==> src/rtl/ex_hazard_ctrl_if.sv <==
// EX-stage hazard control bundle: EX instruction decode fields and WB load status in,
// forwarding-mux selects and pipeline stall/flush controls out.
interface ex_hazard_ctrl_if;
    logic       ex_valid;
    logic [4:0] ex_rs1;
    logic [4:0] ex_rs2;
    logic       ex_uses_rs1;
    logic       ex_uses_rs2;
    logic       ex_a_pc;
    logic       ex_b_imm;
    logic [4:0] ex_rd;
    logic       ex_regwen;
    logic       ex_is_load;
    logic       ex_br_taken;
    logic       wb_load_ready;
    logic [1:0] asel;
    logic [1:0] bsel;
    logic       stall;
    logic       flush;
    logic       load_timeout;

    modport master (
        output ex_valid, ex_rs1, ex_rs2, ex_uses_rs1, ex_uses_rs2, ex_a_pc, ex_b_imm,
        output ex_rd, ex_regwen, ex_is_load, ex_br_taken, wb_load_ready,
        input  asel, bsel, stall, flush, load_timeout
    );

    modport slave (
        input  ex_valid, ex_rs1, ex_rs2, ex_uses_rs1, ex_uses_rs2, ex_a_pc, ex_b_imm,
        input  ex_rd, ex_regwen, ex_is_load, ex_br_taken, wb_load_ready,
        output asel, bsel, stall, flush, load_timeout
    );
endinterface

==> src/rtl/ex_hazard_ctrl.sv <==
// EX-stage hazard controller: one-entry WB scoreboard driving operand forwarding,
// load-use stall while dmem is pending, and post-branch flush of the younger instruction.
module ex_hazard_ctrl #(
    parameter int unsigned FLUSH_CYCLES = 1,
    parameter int unsigned LOAD_TIMEOUT = 64
) (
    input logic             clk,
    input logic             rst,
    ex_hazard_ctrl_if.slave bus
);
    localparam int unsigned FlushCntW = (FLUSH_CYCLES > 1) ? $clog2(FLUSH_CYCLES) : 1;
    localparam int unsigned WaitCntW  = $clog2(LOAD_TIMEOUT);
    localparam logic [FlushCntW-1:0] FlushInit = FlushCntW'(FLUSH_CYCLES - 1);
    localparam logic [WaitCntW-1:0]  WaitMax   = WaitCntW'(LOAD_TIMEOUT - 1);

    typedef enum logic [1:0] {StRun, StLoadWait, StFlush} state_e;

    state_e                state_q, state_d;
    logic [FlushCntW-1:0]  flush_cnt_q, flush_cnt_d;
    logic [WaitCntW-1:0]   wait_cnt_q, wait_cnt_d;
    logic                  timeout_q;

    logic                  wb_valid_q;
    logic [4:0]            wb_rd_q;
    logic                  wb_regwen_q;
    logic                  wb_is_load_q;

    logic                  stall;
    logic                  fwd1;
    logic                  fwd2;
    logic                  flush_now;
    logic                  flush;
    logic                  timeout_hit;

    always_comb begin
        stall = wb_valid_q & wb_is_load_q & ~bus.wb_load_ready;
        fwd1  = bus.ex_valid & bus.ex_uses_rs1 & wb_valid_q & wb_regwen_q &
                (wb_rd_q != 5'd0) & (wb_rd_q == bus.ex_rs1);
        fwd2  = bus.ex_valid & bus.ex_uses_rs2 & wb_valid_q & wb_regwen_q &
                (wb_rd_q != 5'd0) & (wb_rd_q == bus.ex_rs2);
        // A branch held in EX by a stall is taken on the first cycle the stall releases.
        flush_now   = ~rst & (state_q != StFlush) & bus.ex_valid & bus.ex_br_taken & ~stall;
        flush       = ~rst & ((state_q == StFlush) | flush_now);
        timeout_hit = (state_q == StLoadWait) & (wait_cnt_q == WaitMax);
    end

    assign bus.asel         = rst ? 2'b00 : {fwd1, bus.ex_valid & bus.ex_a_pc};
    assign bus.bsel         = rst ? 2'b00 : {fwd2, bus.ex_valid & bus.ex_b_imm};
    assign bus.stall        = stall;
    assign bus.flush        = flush;
    assign bus.load_timeout = timeout_q | timeout_hit;

    always_comb begin
        state_d     = state_q;
        flush_cnt_d = flush_cnt_q;
        wait_cnt_d  = wait_cnt_q;
        unique case (state_q)
            StRun: begin
                if (stall) begin
                    state_d    = StLoadWait;
                    wait_cnt_d = '0;
                end else if (flush_now) begin
                    state_d     = StFlush;
                    flush_cnt_d = FlushInit;
                end
            end
            StLoadWait: begin
                if (!stall) begin
                    wait_cnt_d = '0;
                    if (flush_now) begin
                        state_d     = StFlush;
                        flush_cnt_d = FlushInit;
                    end else begin
                        state_d = StRun;
                    end
                end else if (wait_cnt_q != WaitMax) begin
                    // Saturate so the timeout compare cannot wrap around.
                    wait_cnt_d = wait_cnt_q + WaitCntW'(1);
                end
            end
            StFlush: begin
                if (!stall) begin
                    if (flush_cnt_q == '0) begin
                        state_d = StRun;
                    end else begin
                        flush_cnt_d = flush_cnt_q - FlushCntW'(1);
                    end
                end
            end
            default: state_d = StRun;
        endcase
    end

    always_ff @(posedge clk or posedge rst) begin
        if (rst) begin
            state_q     <= StRun;
            flush_cnt_q <= '0;
            wait_cnt_q  <= '0;
            timeout_q   <= 1'b0;
        end else begin
            state_q     <= state_d;
            flush_cnt_q <= flush_cnt_d;
            wait_cnt_q  <= wait_cnt_d;
            timeout_q   <= timeout_q | timeout_hit;
        end
    end

    always_ff @(posedge clk or posedge rst) begin
        if (rst) begin
            wb_valid_q   <= 1'b0;
            wb_rd_q      <= 5'd0;
            wb_regwen_q  <= 1'b0;
            wb_is_load_q <= 1'b0;
        end else if (!stall) begin
            wb_valid_q   <= bus.ex_valid & ~flush;
            wb_rd_q      <= bus.ex_rd;
            wb_regwen_q  <= bus.ex_regwen;
            wb_is_load_q <= bus.ex_is_load;
        end
    end
endmodule
==> src/flat_wrapper.sv <==
// flat-port wrapper written by rule: the top's interface ports become plain ports
module ex_hazard_ctrl_flat 
#(
    parameter int unsigned FLUSH_CYCLES = 1,
    parameter int unsigned LOAD_TIMEOUT = 64
)
  (clk, rst, bus_ex_valid, bus_ex_rs1, bus_ex_rs2, bus_ex_uses_rs1, bus_ex_uses_rs2, bus_ex_a_pc, bus_ex_b_imm, bus_ex_rd, bus_ex_regwen, bus_ex_is_load, bus_ex_br_taken, bus_wb_load_ready, bus_asel, bus_bsel, bus_stall, bus_flush, bus_load_timeout);
  ex_hazard_ctrl_if bus_i ();
  input logic clk;
  input logic rst;
  input wire logic [$bits(bus_i.ex_valid)-1:0] bus_ex_valid;
  input wire logic [$bits(bus_i.ex_rs1)-1:0] bus_ex_rs1;
  input wire logic [$bits(bus_i.ex_rs2)-1:0] bus_ex_rs2;
  input wire logic [$bits(bus_i.ex_uses_rs1)-1:0] bus_ex_uses_rs1;
  input wire logic [$bits(bus_i.ex_uses_rs2)-1:0] bus_ex_uses_rs2;
  input wire logic [$bits(bus_i.ex_a_pc)-1:0] bus_ex_a_pc;
  input wire logic [$bits(bus_i.ex_b_imm)-1:0] bus_ex_b_imm;
  input wire logic [$bits(bus_i.ex_rd)-1:0] bus_ex_rd;
  input wire logic [$bits(bus_i.ex_regwen)-1:0] bus_ex_regwen;
  input wire logic [$bits(bus_i.ex_is_load)-1:0] bus_ex_is_load;
  input wire logic [$bits(bus_i.ex_br_taken)-1:0] bus_ex_br_taken;
  input wire logic [$bits(bus_i.wb_load_ready)-1:0] bus_wb_load_ready;
  output wire logic [$bits(bus_i.asel)-1:0] bus_asel;
  output wire logic [$bits(bus_i.bsel)-1:0] bus_bsel;
  output wire logic [$bits(bus_i.stall)-1:0] bus_stall;
  output wire logic [$bits(bus_i.flush)-1:0] bus_flush;
  output wire logic [$bits(bus_i.load_timeout)-1:0] bus_load_timeout;
  assign bus_i.ex_valid = bus_ex_valid;
  assign bus_i.ex_rs1 = bus_ex_rs1;
  assign bus_i.ex_rs2 = bus_ex_rs2;
  assign bus_i.ex_uses_rs1 = bus_ex_uses_rs1;
  assign bus_i.ex_uses_rs2 = bus_ex_uses_rs2;
  assign bus_i.ex_a_pc = bus_ex_a_pc;
  assign bus_i.ex_b_imm = bus_ex_b_imm;
  assign bus_i.ex_rd = bus_ex_rd;
  assign bus_i.ex_regwen = bus_ex_regwen;
  assign bus_i.ex_is_load = bus_ex_is_load;
  assign bus_i.ex_br_taken = bus_ex_br_taken;
  assign bus_i.wb_load_ready = bus_wb_load_ready;
  assign bus_asel = bus_i.asel;
  assign bus_bsel = bus_i.bsel;
  assign bus_stall = bus_i.stall;
  assign bus_flush = bus_i.flush;
  assign bus_load_timeout = bus_i.load_timeout;
  ex_hazard_ctrl #(.FLUSH_CYCLES(FLUSH_CYCLES), .LOAD_TIMEOUT(LOAD_TIMEOUT)) u_core (.clk(clk), .rst(rst), .bus(bus_i));
endmodule
==> config.mk <==
export PLATFORM = sky130hd
export DESIGN_NAME = ex_hazard_ctrl_flat
export DESIGN_NICKNAME = d
export VERILOG_FILES = /design/src/rtl/ex_hazard_ctrl_if.sv /design/src/rtl/ex_hazard_ctrl.sv /design/src/flat_wrapper.sv
export SDC_FILE = /design/constraint.sdc
export NUM_CORES = 1
export LEC_CHECK = 0
export BUFFER_PORTS_ARGS = -buffer_cell sky130_fd_sc_hd__buf_2
export CAP_MARGIN = 20
export CELL_PAD_IN_SITES_DETAIL_PLACEMENT = 0
export CELL_PAD_IN_SITES_GLOBAL_PLACEMENT = 1
export CORE_MARGIN = 2
export CORE_UTILIZATION = 32
export CTS_BUF_LIST = sky130_fd_sc_hd__clkbuf_8 sky130_fd_sc_hd__clkbuf_16
export DETAILED_ROUTE_END_ITERATION = 16
export PLACE_DENSITY = 0.82
export REMOVE_ABC_BUFFERS = 1
export SETUP_SLACK_MARGIN = 0.1
export SLEW_MARGIN = 20
export SYNTH_ARGS = -nofsm -noshare
export SYNTH_HDL_FRONTEND = slang
export SYNTH_SLANG_ARGS = --single-unit
==> constraint.sdc <==
create_clock -name clk -period 1.45 [get_ports clk]
set_input_delay 0.29 -clock clk [delete_from_list [all_inputs] [get_ports clk]]
set_output_delay 0.29 -clock clk [all_outputs]
set_load 0.05 [all_outputs]
=== Word level (Yosys, flattened, before mapping) ===
Index checks and enable logic that the tools add are counted.

* Flip-flop bits (word level): 18
* Output and inout port bits: 7
* Input port bits: 26
* Word-level logic and storage cells: 78

* Reduce and logical (&&, ||, !) cells: 8
* Equal/unequal tests: 15
* Mux-type cells: 18
* Bitwise logic cells: 27
* Add/sub/neg operators: 2

{| class="wikitable"
|+ Operators with widths
! cell !! count
|-
| 1-bit AND || 21
|-
| 6-bit 2-to-1 mux || 3
|-
| 2-bit 2-to-1 mux || 8
|-
| 2-bit != test (second input constant) || 6
|-
| 6-bit case mux with 2 select lines || 1
|-
| 5-bit equality test || 2
|-
| 4-bit AND reduction || 2
|-
| 6-bit by 1-bit adder with 6-bit output (second input constant) || 1
|-
| 6-bit equality test (second input constant) || 1
|-
| 6-bit != test (second input constant) || 1
|-
| 2-bit case mux with 3 select lines || 1
|-
| 5-bit nonzero test || 1
|-
| 1-bit 2-to-1 mux || 4
|-
| 1-bit inverter || 4
|-
| 2-bit nonzero test || 2
|-
| 3-bit by 2-bit != test with 1-bit output (second input constant) || 1
|-
| 3-bit != test (second input constant) || 1
|-
| 3-bit AND reduction || 1
|-
| 2-bit by 1-bit equality test with 1-bit output (second input constant) || 1
|-
| 2-bit equality test (second input constant) || 1
|-
| 2-bit zero test || 1
|-
| 2-bit by 1-bit != test with 1-bit output (second input constant) || 1
|-
| 1-bit bitwise OR || 2
|-
| 1-bit case mux with 2 select lines || 1
|-
| other kinds (2) || 2
|}

=== Logic depth before layout (Yosys ltp) ===
* Word-level depth: 9
* Mapped depth: 5
* Mapped depth without buffers: 5

=== Worst setup path after synthesis ===
OpenSTA, ideal clock, no wires.

* Kind: reg-to-reg
* Start point: reg u_core.wait_cnt_q[0]
* End point: reg u_core.timeout_q
* Stages on the path, launching flop included: 4
* Slack: -1317 ps
* Buffers on the path: 0
* Data arrival time: 2470 ps
* Period minus slack after synthesis: 2767 ps
* Cell sequence: dfrtp_1 -> ha_1 -> nand3_2 -> o41ai_1

* Word-level cells in the longest chain between the ends: 3

{| class="wikitable"
|+ Ends and longest elaborated chain
! item !! RTL line !! text
|-
| from (decl) || ex_hazard_ctrl.sv:20 || <nowiki>logic [WaitCntW-1:0] wait_cnt_q, wait_cnt_d;</nowiki>
|-
| from (signal assigned) || ex_hazard_ctrl.sv:103 || <nowiki>wait_cnt_q <= wait_cnt_d;</nowiki>
|-
| 6-bit equality test || ex_hazard_ctrl.sv:44 || <nowiki>timeout_hit = (state_q == StLoadWait) & (wait_cnt_q == WaitMax);</nowiki>
|-
| 1-bit AND || ex_hazard_ctrl.sv:44 ||
|-
| 1-bit bitwise OR || n/a ||
|-
| via bus_load_timeout || flat_wrapper.sv:27 || <nowiki>output wire logic [$bits(bus_i.load_timeout)-1:0] bus_load_timeout;</nowiki>
|-
| to (signal assigned) || ex_hazard_ctrl.sv:104 || <nowiki>timeout_q <= timeout_q | timeout_hit;</nowiki>
|-
| to (decl) || ex_hazard_ctrl.sv:21 || <nowiki>logic timeout_q;</nowiki>
|}

The timed path passes the listed nets, and every way through them passes these cells.
A chain may end at the register's enable or synchronous reset.

=== Final worst setup path ===
* Start point: reg u_core.wb_rd_q[3]
* End point: out bus_bsel[1]

* Word-level cells in the longest chain between the ends: 4
* Elaborated cells between the ends (all ways): 5
* Those cells by class: 1 x eq/ne; 1 x mux; 2 x bitwise; 1 x reduce/logical

{| class="wikitable"
|+ Ends and longest elaborated chain
! item !! RTL line !! text
|-
| from (decl) || ex_hazard_ctrl.sv:24 || <nowiki>logic [4:0] wb_rd_q;</nowiki>
|-
| from (signal assigned) || ex_hazard_ctrl.sv:116 || <nowiki>wb_rd_q <= bus.ex_rd;</nowiki>
|-
| 5-bit nonzero test || ex_hazard_ctrl.sv:40 || <nowiki>(wb_rd_q != 5'd0) & (wb_rd_q == bus.ex_rs2);</nowiki>
|-
| 1-bit AND || ex_hazard_ctrl.sv:39 || <nowiki>fwd2 = bus.ex_valid & bus.ex_uses_rs2 & wb_valid_q & wb_regwen_q &</nowiki>
|-
| 1-bit AND * || ex_hazard_ctrl.sv:40 ||
|-
| 2-bit 2-to-1 mux * || ex_hazard_ctrl.sv:48 || <nowiki>assign bus.bsel = rst ? 2'b00 : {fwd2, bus.ex_valid & bus.ex_b_imm};</nowiki>
|-
| to (decl) || flat_wrapper.sv:24 || <nowiki>output wire logic [$bits(bus_i.bsel)-1:0] bus_bsel;</nowiki>
|}

Mark *: on every way between the ends. The rest lies on a longest branch, timed or not.

==> summary.txt <==
initial antenna violation count: 0
placed cell area: 1323 um2
power density cells: 701.0 nW/um2
violated checks: negative setup slack
post-route minimum period: 1.911 ns
FMAX: 523.3 MHz
root buffer cell: clkbuf_8
Placed Instances: 194
Syn. warnings: 0
final instance area: 1637 um2
post-route ant nets: 0
final RePlAce weighted congestion: 0.8587
clk buf depth: 2
global routing's busiest layer: met2
Die Footprint: 3428 um2
Mapped Area: 952.2 um2
drt first pass iters: 5
sequential power share: 0.453
FP Rows: 19
routed wire length per instance: 13.63 um
most frequent cells in the layout: buf_4, nand2_1, buf_2
vias per cell: 5.159
status: finished, violations left
Storage cell area: 425.4 um2
critical path endpoint category: output port
final setup fails: 5
crit share post-route: 1.318
most common cell after layout, fill and taps aside: buf_4
Power, Total: 1.147 mW
arrival time worst endpoint: 1.62 ns
CTS tree: built
M2 GR Usage: 0.3194
die height: 58.55 um
clock sink count: 17
max_cap viols: 0
CP Class: flop to output port
Initial Util: 0.3423
Non-Filler Instances: 208
Post-Route Setup TNS: -1.282 ns
Final Skew: 0.001611 ns
M3 GR Usage: 0.03077
critical path peak fanout: 2
setup slack after layout: -0.4610 ns
nets: 205
Worst EP required: 1.16 ns
I/O Buffers: 32
syn_area_per_cell: 8.735 um2
Via Count: 1073
Psw: 315.4 uW
diodes inserted: 0
Area growth syn-to-layout: 71.88%
hold slack: 0.2097 ns
Sw Ratio: 0.2749
post-detail-place hpwl: 1973 um
Post-route DRC: 0
pins over their slew limit: 0
Hold Fails Final Rpt: 0
footprint of the multi-input gates: 639.4 um2
Post-Route WL: 2835 um
die width: 58.55 um
TritonCTS buffer count: 3
Setup crit start kind: flop
Seq cells post-synth: 17
largest net degree at the start of global routing: 18
1st-iter DRT viols: 24
Synth Instances: 109
clock share of power: 0.298
first-pass GRT wire length: 4443 um
GR Util met1: 0.1925
RSZ-0062 raised after global routing: yes
htree depth: 1
vias in the first global route: 1056
filler cell count: 241
Max VDD drop: 0.4603 mV
Worst Hold Class: input port to asynchronous set/reset pin
Seq/Total Area, Yosys: 0.4468
all-layer global routing usage: 0.1700
unique cell type count in the Yosys netlist: 29
Reg clk slew, reported paths: 0.06 ns
Slew headroom: 0.7989
FF-to-FF setup slack: -0.07 ns
P_int: 831.8 uW
Leakage: 0.8145 nW
Slew @ Worst Pin: 0.2989 ns
combinational share of power: 0.249
I/O pin total: 33
Core Area: 2781 um2
GRT overflow: 0
share of cells above drive strength 1: 0.5085
clk_lat worst skew: 0.25 ns
layer usage:
metal	vias to the layer above	wire length, um
li1	520	-
met1	503	1062
met2	44	1542
met3	6	208
met4	0	21
met5	-	0
registers in the layout, summed over array words and instances, names as in the netlist:
signal	flops
u_core.wait_cnt_q	6
u_core.wb_rd_q	5
u_core.state_q	2
u_core.timeout_q	1
u_core.wb_is_load_q	1
u_core.wb_regwen_q	1
u_core.wb_valid_q	1
cell type report:
type | instances | area share
multi-input cells | 86 | 0.3907
repair buffers | 66 | 0.2875
flip-flops and latches | 17 | 0.2599
clock buffers | 3 | 0.02523
well taps | 31 | 0.02370
inverters | 4 | 0.01070
clock inverters | 1 | 0.002294
logic make-up (layout without fill, tap and decap cells):
kind of cell               count (synthesis)  count (layout)  share of synthesized area
buffers and inverters                      6              74                    0.02495
DFF                                       17              17                     0.4468
and+or+nand+nor                           58              58                     0.3009
AOI/OAI and AO/OA                         17              17                     0.1222
adders and majority gates                  1               1                    0.01314
xor gates and xnor gates                  10              10                    0.09198
critical path, stage by stage, from the launching register on:
cell,delay (ns)
dfrtp_1,0.38
or4_4,0.55
o2111ai_4,0.23
nor3_2,0.07
buf_6,0.15
per-stage QoR:
step / setup WS, ns / util
floorplan: -1.317 / -
global placement: -0.2164 / 0.4755
detailed placement: -0.2671 / 0.4755
CTS: -0.4830 / 0.5317
global route: -0.5301 / 0.5884
finish: -0.4610 / 0.5884
power by group through the flow:
stage | registers (mW) | clock network [mW] | logic [mW]
3_3_place_gp | 0.523 | 0 | 0.228
4_1_cts | 0.518 | 0.354 | 0.258
3_5_place_dp | 0.524 | 0 | 0.234
5_1_grt | 0.523 | 0.374 | 0.315
6_report | 0.520 | 0.342 | 0.286
2_1_floorplan | 0.533 | 0 | 0.111
cell usage after synthesis:
cell type  count  area (um2)
nand3_2        1       10.01
ha_1           1       12.51
o2111ai_2      1       15.01
o31a_1         1       8.760
nand3b_1       1       7.510
o22ai_1        1       6.260
nand2b_1       1       6.260
nand4_1        3       18.77
o41ai_1        2       17.52
nor2b_1        1       6.260
and2_1         2       12.51
or4b_1         1       10.01
nor4_1         2       12.51
nor3_1         2       10.01
buf_2          1       5.000
clkbuf_1       1       3.750
nand3_1        7       35.03
dfrtp_1       17       425.4
xnor2_1       10       87.58
a21o_1         1       7.510
nand4b_2       1       15.01
a21oi_1        4       20.02
o211ai_1       1       7.510
o21ai_0        5       25.02
nand2_1       29       108.9
or4_1          2       15.01
a41oi_1        1       8.760
nor2_1         5       18.77
inv_1          4       15.01
final timing paths:
check,from,to,cells after the start
max,u_core.wb_rd_q[3],bus_bsel[1],4
min,rst,u_core.timeout_q,4
max reg2reg,u_core.wait_cnt_q[1],u_core.wait_cnt_q[1],6
min reg2reg,u_core.wb_regwen_q,u_core.wb_regwen_q,2
max in group asynchronous,rst,u_core.wait_cnt_q[2],4
min in group clk,bus_ex_is_load,u_core.wb_is_load_q,2
repair_timing:
item	CTS	global route
cloned	0	0
endpoints found under the setup margin	10	13
hold buffers	0	0
hold endpoints to repair	0	0
gates resized for setup	22	25
setup buffers	4	6
pin swaps	7	10
Note: power is estimated with default switching activity, not from simulation.
